### src/rtl/arm_pipe_pkg.sv
// Shared constants for the ARM pipeline front end: fetch FSM
// encodings, reset/NOP defaults, the word-align mask and a counter helper.
package arm_pipe_pkg;

    typedef logic [1:0] fetch_state_t;

    localparam fetch_state_t S_RST  = 2'd0;
    localparam fetch_state_t S_REQ  = 2'd1;
    localparam fetch_state_t S_WAIT = 2'd2;

    localparam logic [31:0] NOP_WORD_DEF = 32'h0000_0000;
    localparam logic [31:0] RESET_PC_DEF = 32'h0000_0000;
    localparam logic [31:0] ALIGN_MASK   = 32'hFFFF_FFFC;

    function automatic logic [31:0] sat_inc(
        input logic [31:0] value,
        input logic        en
    );
        if (en && value != 32'hFFFF_FFFF)
            return value + 32'd1;
        return value;
    endfunction

endpackage

### src/rtl/fetch_hold_buf.sv
// One-entry holding slot for an instruction word that returns while
// the pipeline is stalled. Flush beats load, load beats drain.
module fetch_hold_buf #(
    parameter int ADDR_W = 32
) (
    input  logic              clk,
    input  logic              rst,
    input  logic              load,
    input  logic              drain,
    input  logic              flush,
    input  logic [31:0]       load_word,
    input  logic [ADDR_W-1:0] load_pc,
    output logic              valid,
    output logic [31:0]       word,
    output logic [ADDR_W-1:0] pc
);

    always_ff @(posedge clk or posedge rst) begin
        if (rst) begin
            valid <= 1'b0;
            word  <= '0;
            pc    <= '0;
        end else if (flush) begin
            valid <= 1'b0;
        end else if (load) begin
            valid <= 1'b1;
            word  <= load_word;
            pc    <= load_pc;
        end else if (drain) begin
            valid <= 1'b0;
        end
    end

endmodule

### src/rtl/fetch_stage.sv
// IF stage: PC ownership, instruction-memory handshake and IF/ID drive.
// Define FETCH_PERF_EN to add fetched/squashed/stall counters.
module fetch_stage
    import arm_pipe_pkg::*;
#(
    parameter int                ADDR_W   = 32,
    parameter logic [ADDR_W-1:0] RESET_PC = ADDR_W'(RESET_PC_DEF),
    parameter logic [31:0]       NOP_WORD = NOP_WORD_DEF
) (
    input  logic              CLK,
    input  logic              CLR,
    input  logic              pc_enable,
    input  logic              branch_taken,
    input  logic [ADDR_W-1:0] branch_target,
    output logic              imem_req,
    output logic [ADDR_W-1:0] imem_addr,
    input  logic              imem_ready,
    input  logic [31:0]       imem_rdata,
    output logic [31:0]       inst_out,
    output logic [ADDR_W-1:0] pc_out,
    output logic [ADDR_W-1:0] pc_plus4_out,
    output logic              inst_valid
`ifdef FETCH_PERF_EN
    ,
    output logic [31:0]       fetched_cnt,
    output logic [31:0]       squashed_cnt,
    output logic [31:0]       stall_cnt
`endif
);

    localparam logic [ADDR_W-1:0] AMASK = ~ADDR_W'(~ALIGN_MASK);
    localparam logic [ADDR_W-1:0] FOUR  = ADDR_W'(4);

    fetch_state_t      state;
    fetch_state_t      state_nxt;
    logic [ADDR_W-1:0] pc;
    logic [ADDR_W-1:0] pc_nxt;
    logic [ADDR_W-1:0] req_addr;
    logic              discard;

    logic              buf_valid;
    logic [31:0]       buf_word;
    logic [ADDR_W-1:0] buf_pc;

    logic              accept;
    logic              squash;
    logic              capture;
    logic              buf_load;
    logic              buf_drain;

    // The RAM keeps its address until it answers, even across a redirect.
    assign imem_req  = (state == S_WAIT) ||
                       (state == S_REQ && !buf_valid);
    assign imem_addr = (state == S_WAIT) ? req_addr : pc;

    assign accept    = imem_req && imem_ready;
    assign squash    = branch_taken || (state == S_WAIT && discard);
    assign capture   = accept && !squash;
    assign buf_load  = capture && !pc_enable;
    assign buf_drain = pc_enable && !branch_taken && buf_valid;

    fetch_hold_buf #(
        .ADDR_W (ADDR_W)
    ) u_hold (
        .clk       (CLK),
        .rst       (CLR),
        .load      (buf_load),
        .drain     (buf_drain),
        .flush     (branch_taken),
        .load_word (imem_rdata),
        .load_pc   (imem_addr),
        .valid     (buf_valid),
        .word      (buf_word),
        .pc        (buf_pc)
    );

    always_comb begin
        state_nxt = state;
        unique case (state)
            S_RST:   state_nxt = S_REQ;
            S_REQ:   if (imem_req && !imem_ready) state_nxt = S_WAIT;
            S_WAIT:  if (imem_ready) state_nxt = S_REQ;
            default: state_nxt = S_RST;
        endcase
    end

    always_comb begin
        pc_nxt = pc;
        if (branch_taken)
            pc_nxt = branch_target & AMASK;
        else if (capture)
            pc_nxt = pc + FOUR;
    end

    always_ff @(posedge CLK or posedge CLR) begin
        if (CLR) begin
            state    <= S_RST;
            pc       <= RESET_PC & AMASK;
            req_addr <= '0;
            discard  <= 1'b0;
        end else begin
            state <= state_nxt;
            pc    <= pc_nxt;
            if (state == S_REQ && imem_req && !imem_ready) begin
                req_addr <= pc;
                discard  <= branch_taken;
            end else if (state == S_WAIT) begin
                discard <= imem_ready ? 1'b0 : (discard | branch_taken);
            end
        end
    end

    // Redirect beats stall; a buffered word drains before any new fetch.
    always_ff @(posedge CLK or posedge CLR) begin
        if (CLR) begin
            inst_out     <= NOP_WORD;
            pc_out       <= '0;
            pc_plus4_out <= FOUR;
            inst_valid   <= 1'b0;
        end else if (branch_taken) begin
            inst_out   <= NOP_WORD;
            inst_valid <= 1'b0;
        end else if (!pc_enable) begin
            inst_valid <= inst_valid;
        end else if (buf_valid) begin
            inst_out     <= buf_word;
            pc_out       <= buf_pc;
            pc_plus4_out <= buf_pc + FOUR;
            inst_valid   <= 1'b1;
        end else if (capture) begin
            inst_out     <= imem_rdata;
            pc_out       <= imem_addr;
            pc_plus4_out <= imem_addr + FOUR;
            inst_valid   <= 1'b1;
        end else begin
            inst_out   <= NOP_WORD;
            inst_valid <= 1'b0;
        end
    end

`ifdef FETCH_PERF_EN
    logic delivered;
    logic dropped;

    assign delivered = pc_enable && !branch_taken &&
                       (buf_valid || capture);
    assign dropped   = (accept && squash) ||
                       (branch_taken && buf_valid);

    always_ff @(posedge CLK or posedge CLR) begin
        if (CLR) begin
            fetched_cnt  <= '0;
            squashed_cnt <= '0;
            stall_cnt    <= '0;
        end else begin
            fetched_cnt  <= sat_inc(fetched_cnt, delivered);
            squashed_cnt <= sat_inc(squashed_cnt, dropped);
            stall_cnt    <= sat_inc(stall_cnt, !pc_enable);
        end
    end
`endif

endmodule

### config.mk
export PLATFORM = sky130hd
export DESIGN_NAME = fetch_stage
export DESIGN_NICKNAME = d
export VERILOG_FILES = /design/src/rtl/arm_pipe_pkg.sv /design/src/rtl/fetch_hold_buf.sv /design/src/rtl/fetch_stage.sv
export SDC_FILE = /design/constraint.sdc
export NUM_CORES = 1
export LEC_CHECK = 0
export ABC_AREA = 1
export BUFFER_PORTS_ARGS = -buffer_cell sky130_fd_sc_hd__buf_4
export CAP_MARGIN = 20
export CORE_UTILIZATION = 57
export CTS_CLUSTER_DIAMETER = 30
export CTS_CLUSTER_SIZE = 24
export DETAILED_ROUTE_END_ITERATION = 6
export GPL_ROUTABILITY_DRIVEN = 0
export MAX_ROUTING_LAYER = met4
export PLACE_DENSITY = 0.9
export SYNTH_ARGS = -nofsm -noshare
export SYNTH_HDL_FRONTEND = slang
export SYNTH_SLANG_ARGS = --single-unit
### constraint.sdc
create_clock -name CLK -period 7.8 [get_ports CLK]
set_input_delay 0.78 -clock CLK [delete_from_list [all_inputs] [get_ports CLK]]
set_output_delay 0.78 -clock CLK [all_outputs]
set_load 0.03 [all_outputs]
==> metrics.md <==
| Metric | Value |
|---|---|
| Status | completed |
| Sw frac | 40.7% |
| Min Tclk post-route | 3.89 ns |
| Area delta synth->final | 28.2% |
| Die area | 20,700 sq um |
| Post-synth EDFFs | 0 |
| Max Root-Sink Buffers | 3 |
| Global route overflow | 0 |
| FF-to-FF path depth | 11 |
| Reg power frac | 29.4% |
| Post-DP HPWL | 21,400 microns |
| Clock slew at reported path FFs | 0.05 ns |
| Layout cells sized above 1 | 20.6% |
| CTS Hold Buffers Added | 0 |
| Vias per inst | 5.87 |
| CTS Root Cell | clkbuf_16 |
| Cts repair resizes | 0 |
| Clk_lat worst skew | 0.55 ns |
| Top FF cell, synth | dfrtp_1 |
| Chip Width | 144 microns |
| Routed WL | 35,800 microns |
| Most used cell, CP | buf_4 |
| Setup_tns | 0 ns |
| Vias in the first global route | 11,100 |
| Max-slew headroom | 27.3% |
| Final worst-path cycle share | 49.9% |
| H-tree level count | 2 |
| Worst setup margin | 3.91 ns |
| Initial Util | 58.6% |
| Antenna-violating nets left | 0 |
| CTS tree | built |
| Worst Path Max Fanout | 103 |
| Largest net degree at the start of global routing | 143 |
| Leakage power | 7.36 nW |
| Sw Pwr | 2.57 mW |
| Cells after Synth | 1,467 |
| Post-CTS setup buffer count | 0 |
| Worst endpoint required time | 8.21 ns |
| Setup CP Type | flip-flop to flip-flop |
| RSZ-0062 raised after global routing | false |
| Peak VDD IR | 0.286 mV |
| Slew Limit Fails | 0 |
| Clock sink total | 219 |
| Mapped Area | 11,500 sq um |
| GRT Overall Usage | 36.5% |
| Max-cap viol count | 0 |
| CP startpoint kind | flip-flop |
| FF-to-FF setup slack | 3.91 ns |
| IO Count | 199 |
| Slowest-stage cell, CP | buf_4 |
| Worst setup EP type | flip-flop |
| Sequential fraction of the synthesis area | 47.8% |
| Antenna diodes | 0 |
| FP Rows | 51 |
| Cts bufs inserted | 49 |
| Worst Min Path Start | branch_target[25] |
| RR Endpoint | pc[31] |
| Routed len/inst | 18.4 microns |
| Ys async rst share | 100% |
| 1st-pass router iterations | 5 |
| Fin nets | 1,711 |
| Worst Hold Depth | 3 |
| Combinational power share | 36.0% |
| Clock Power Share | 34.6% |
| Final setup vio count | 0 |
| DRC | 0 |
| Synth unique cells | 42 |
| First-pass GRT wire length | 56,900 microns |
| Synth warn | 0 |
| Critical path's largest stage delay | 0.80 ns |
| FMAX | 0.257 GHz |
| Crit path cell chain | buf_4 -> inv_2 -> buf_4 -> nand3_1 -> nand2_2 -> nand4_1 -> buf_4 -> nand2_1 -> inv_1 -> nand2_1 -> nand3_1 |
| Max Clock Skew | 0.0236 ns |
| Synthesized area per cell | 7.82 sq um |
| Power per cell area | 430 nW/um^2 |
| Port-buffer cells | 190 |
| Core box area | 19,600 sq um |
| Worst Hold End | pc[25] |
| Hold Violations, Final | 0 |
| CP arrival | 4.30 ns |
| Hold Crit Class | input port to flip-flop |
| Initial antenna violation count | 0 |
| Internal power | 3.75 mW |
| Iter 0 DRT Violations | 1,287 |
| Place WS | 4.14 ns |
| Yosys reg bits | 219 |
| Worst slew pin tran | 1.09 ns |
| Die Y | 144 microns |
| Vias | 11,400 |
| Reg2Reg Launch Point | u_hold.valid |
[synthesized netlist by cell type (2+ instances only)]
cell / count / share of area [%]
a21oi_1: 12 / 0.52
a31oi_1: 3 / 0.16
a32o_1: 32 / 2.8
and2_1: 17 / 0.93
buf_2: 26 / 1.1
buf_4: 8 / 0.52
buf_6: 7 / 0.69
clkbuf_1: 43 / 1.4
clkinv_1: 2 / 0.065
dfrtp_1: 218 / 48
ha_1: 2 / 0.22
inv_1: 127 / 4.2
inv_2: 7 / 0.23
nand2_1: 476 / 16
nand2_2: 19 / 1.0
nand3_1: 105 / 4.6
nand3_2: 3 / 0.26
nand4_1: 7 / 0.38
nor2_1: 76 / 2.5
nor2_2: 17 / 0.93
nor2_4: 6 / 0.59
nor3_1: 15 / 0.65
nor4_1: 3 / 0.16
o211ai_1: 13 / 0.85
o21a_1: 32 / 2.1
o21ai_0: 130 / 5.7
o21ai_1: 9 / 0.39
o221ai_1: 8 / 0.61
o22ai_1: 5 / 0.27
o31ai_1: 4 / 0.26
xor2_1: 24 / 1.8
[cell usage in the layout, fill, tap and decap left out, types with 3 or more instances in the layout]
| cell type | count |
|---|---|
| a21oi_1 | 12 |
| a31oi_1 | 3 |
| a32o_1 | 32 |
| and2_1 | 17 |
| buf_4 | 201 |
| bufinv_16 | 7 |
| clkbuf_1 | 6 |
| clkbuf_16 | 50 |
| clkbuf_8 | 6 |
| clkinv_2 | 5 |
| clkinv_4 | 7 |
| conb_1 | 6 |
| dfrtp_1 | 218 |
| inv_1 | 125 |
| inv_2 | 8 |
| inv_6 | 6 |
| inv_8 | 3 |
| nand2_1 | 476 |
| nand2_2 | 19 |
| nand3_1 | 105 |
| nand3_2 | 3 |
| nand4_1 | 7 |
| nor2_1 | 75 |
| nor2_2 | 18 |
| nor2_4 | 6 |
| nor3_1 | 15 |
| nor4_1 | 3 |
| o211ai_1 | 13 |
| o21a_1 | 32 |
| o21ai_0 | 130 |
| o21ai_1 | 9 |
| o221ai_1 | 8 |
| o22ai_1 | 5 |
| o31ai_1 | 4 |
| xor2_1 | 24 |
[state kept, by name, summed over array words and instances (netlist names)]
register      flops
inst_out         32
pc_out           30
req_addr         30
state             2
u_hold.valid      1
pc               30
inst_valid        1
pc_plus4_out     30
u_hold.word      32
u_hold.pc        30
discard           1
[critical path, delay by kind of cell, from the launching register on]
kind | cells | cell delay [ns]
flip-flops | 1 | 0.35
buffers and inverters | 5 | 1.75
AND/OR/NAND/NOR | 6 | 1.58
[routing by layer]
| metal | up-vias | track usage [%] | wire (microns) |
|---|---|---|---|
| met5 | - | - | 0 |
| met4 | 0 | 18.4 | 1800 |
| met3 | 183 | 7.73 | 3500 |
| met2 | 789 | 58.2 | 17400 |
| met1 | 5348 | 43.9 | 13200 |
| li1 | 5110 | - | - |
[stage by stage]
step	cells	utilization, %	instance area [sq um]	hold WS, ns	total power, mW
after floorplan	1472	-	11500	0.442	3.29
after global placement	1853	65.9	12900	0.455	3.96
after detailed placement	1853	65.9	12900	0.460	4.04
after CTS	1945	75.0	14700	0.451	6.28
after global routing	1946	75.1	14700	0.447	6.61
final	1946	75.1	14700	0.456	6.33
[final cells by class]
cell class,instances,area [sq um]
Clock buffer,62,1360
Clock inverter,30,417
Fill cell,1284,4880
Inverter,136,518
Multi-Input combinational cell,1032,5070
Sequential cell,219,5480
Tap cell,265,332
Timing Repair Buffer,202,1540
[power groups by stage]
stage	Clock [mW]	Combinational [mW]	Sequential [mW]
after floorplan	0	1.19	2.11
after global placement	0	2.13	1.83
after detailed placement	0	2.19	1.84
after CTS	2.19	2.25	1.85
after global routing	2.25	2.46	1.90
final	2.19	2.28	1.86
[how the worst max path moves through the flow]
stage / startpoint / endpoint / slack [ns] / cells past startpoint
after floorplan: CLR / discard / 1.03 / 1
after global placement: u_hold.valid / pc[31] / 4.18 / 11
after detailed placement: u_hold.valid / pc[31] / 4.14 / 11
after CTS: u_hold.valid / pc[31] / 4.06 / 11
after global routing: u_hold.valid / pc[31] / 3.69 / 11
final: u_hold.valid / pc[31] / 3.91 / 11
[kinds of logic after synthesis]
group / Yosys count / share of synthesized area (%)
AOI/OAI and AO/OA: 253 / 14.1
xor gates and xnor gates: 25 / 1.91
adders and majority gates: 2 / 0.218
buffers and inverters: 221 / 8.23
DFF: 219 / 47.8
other: 1 / 0.0327
and+or+nand+nor: 746 / 27.7
Power figures use the tool's default switching activity.
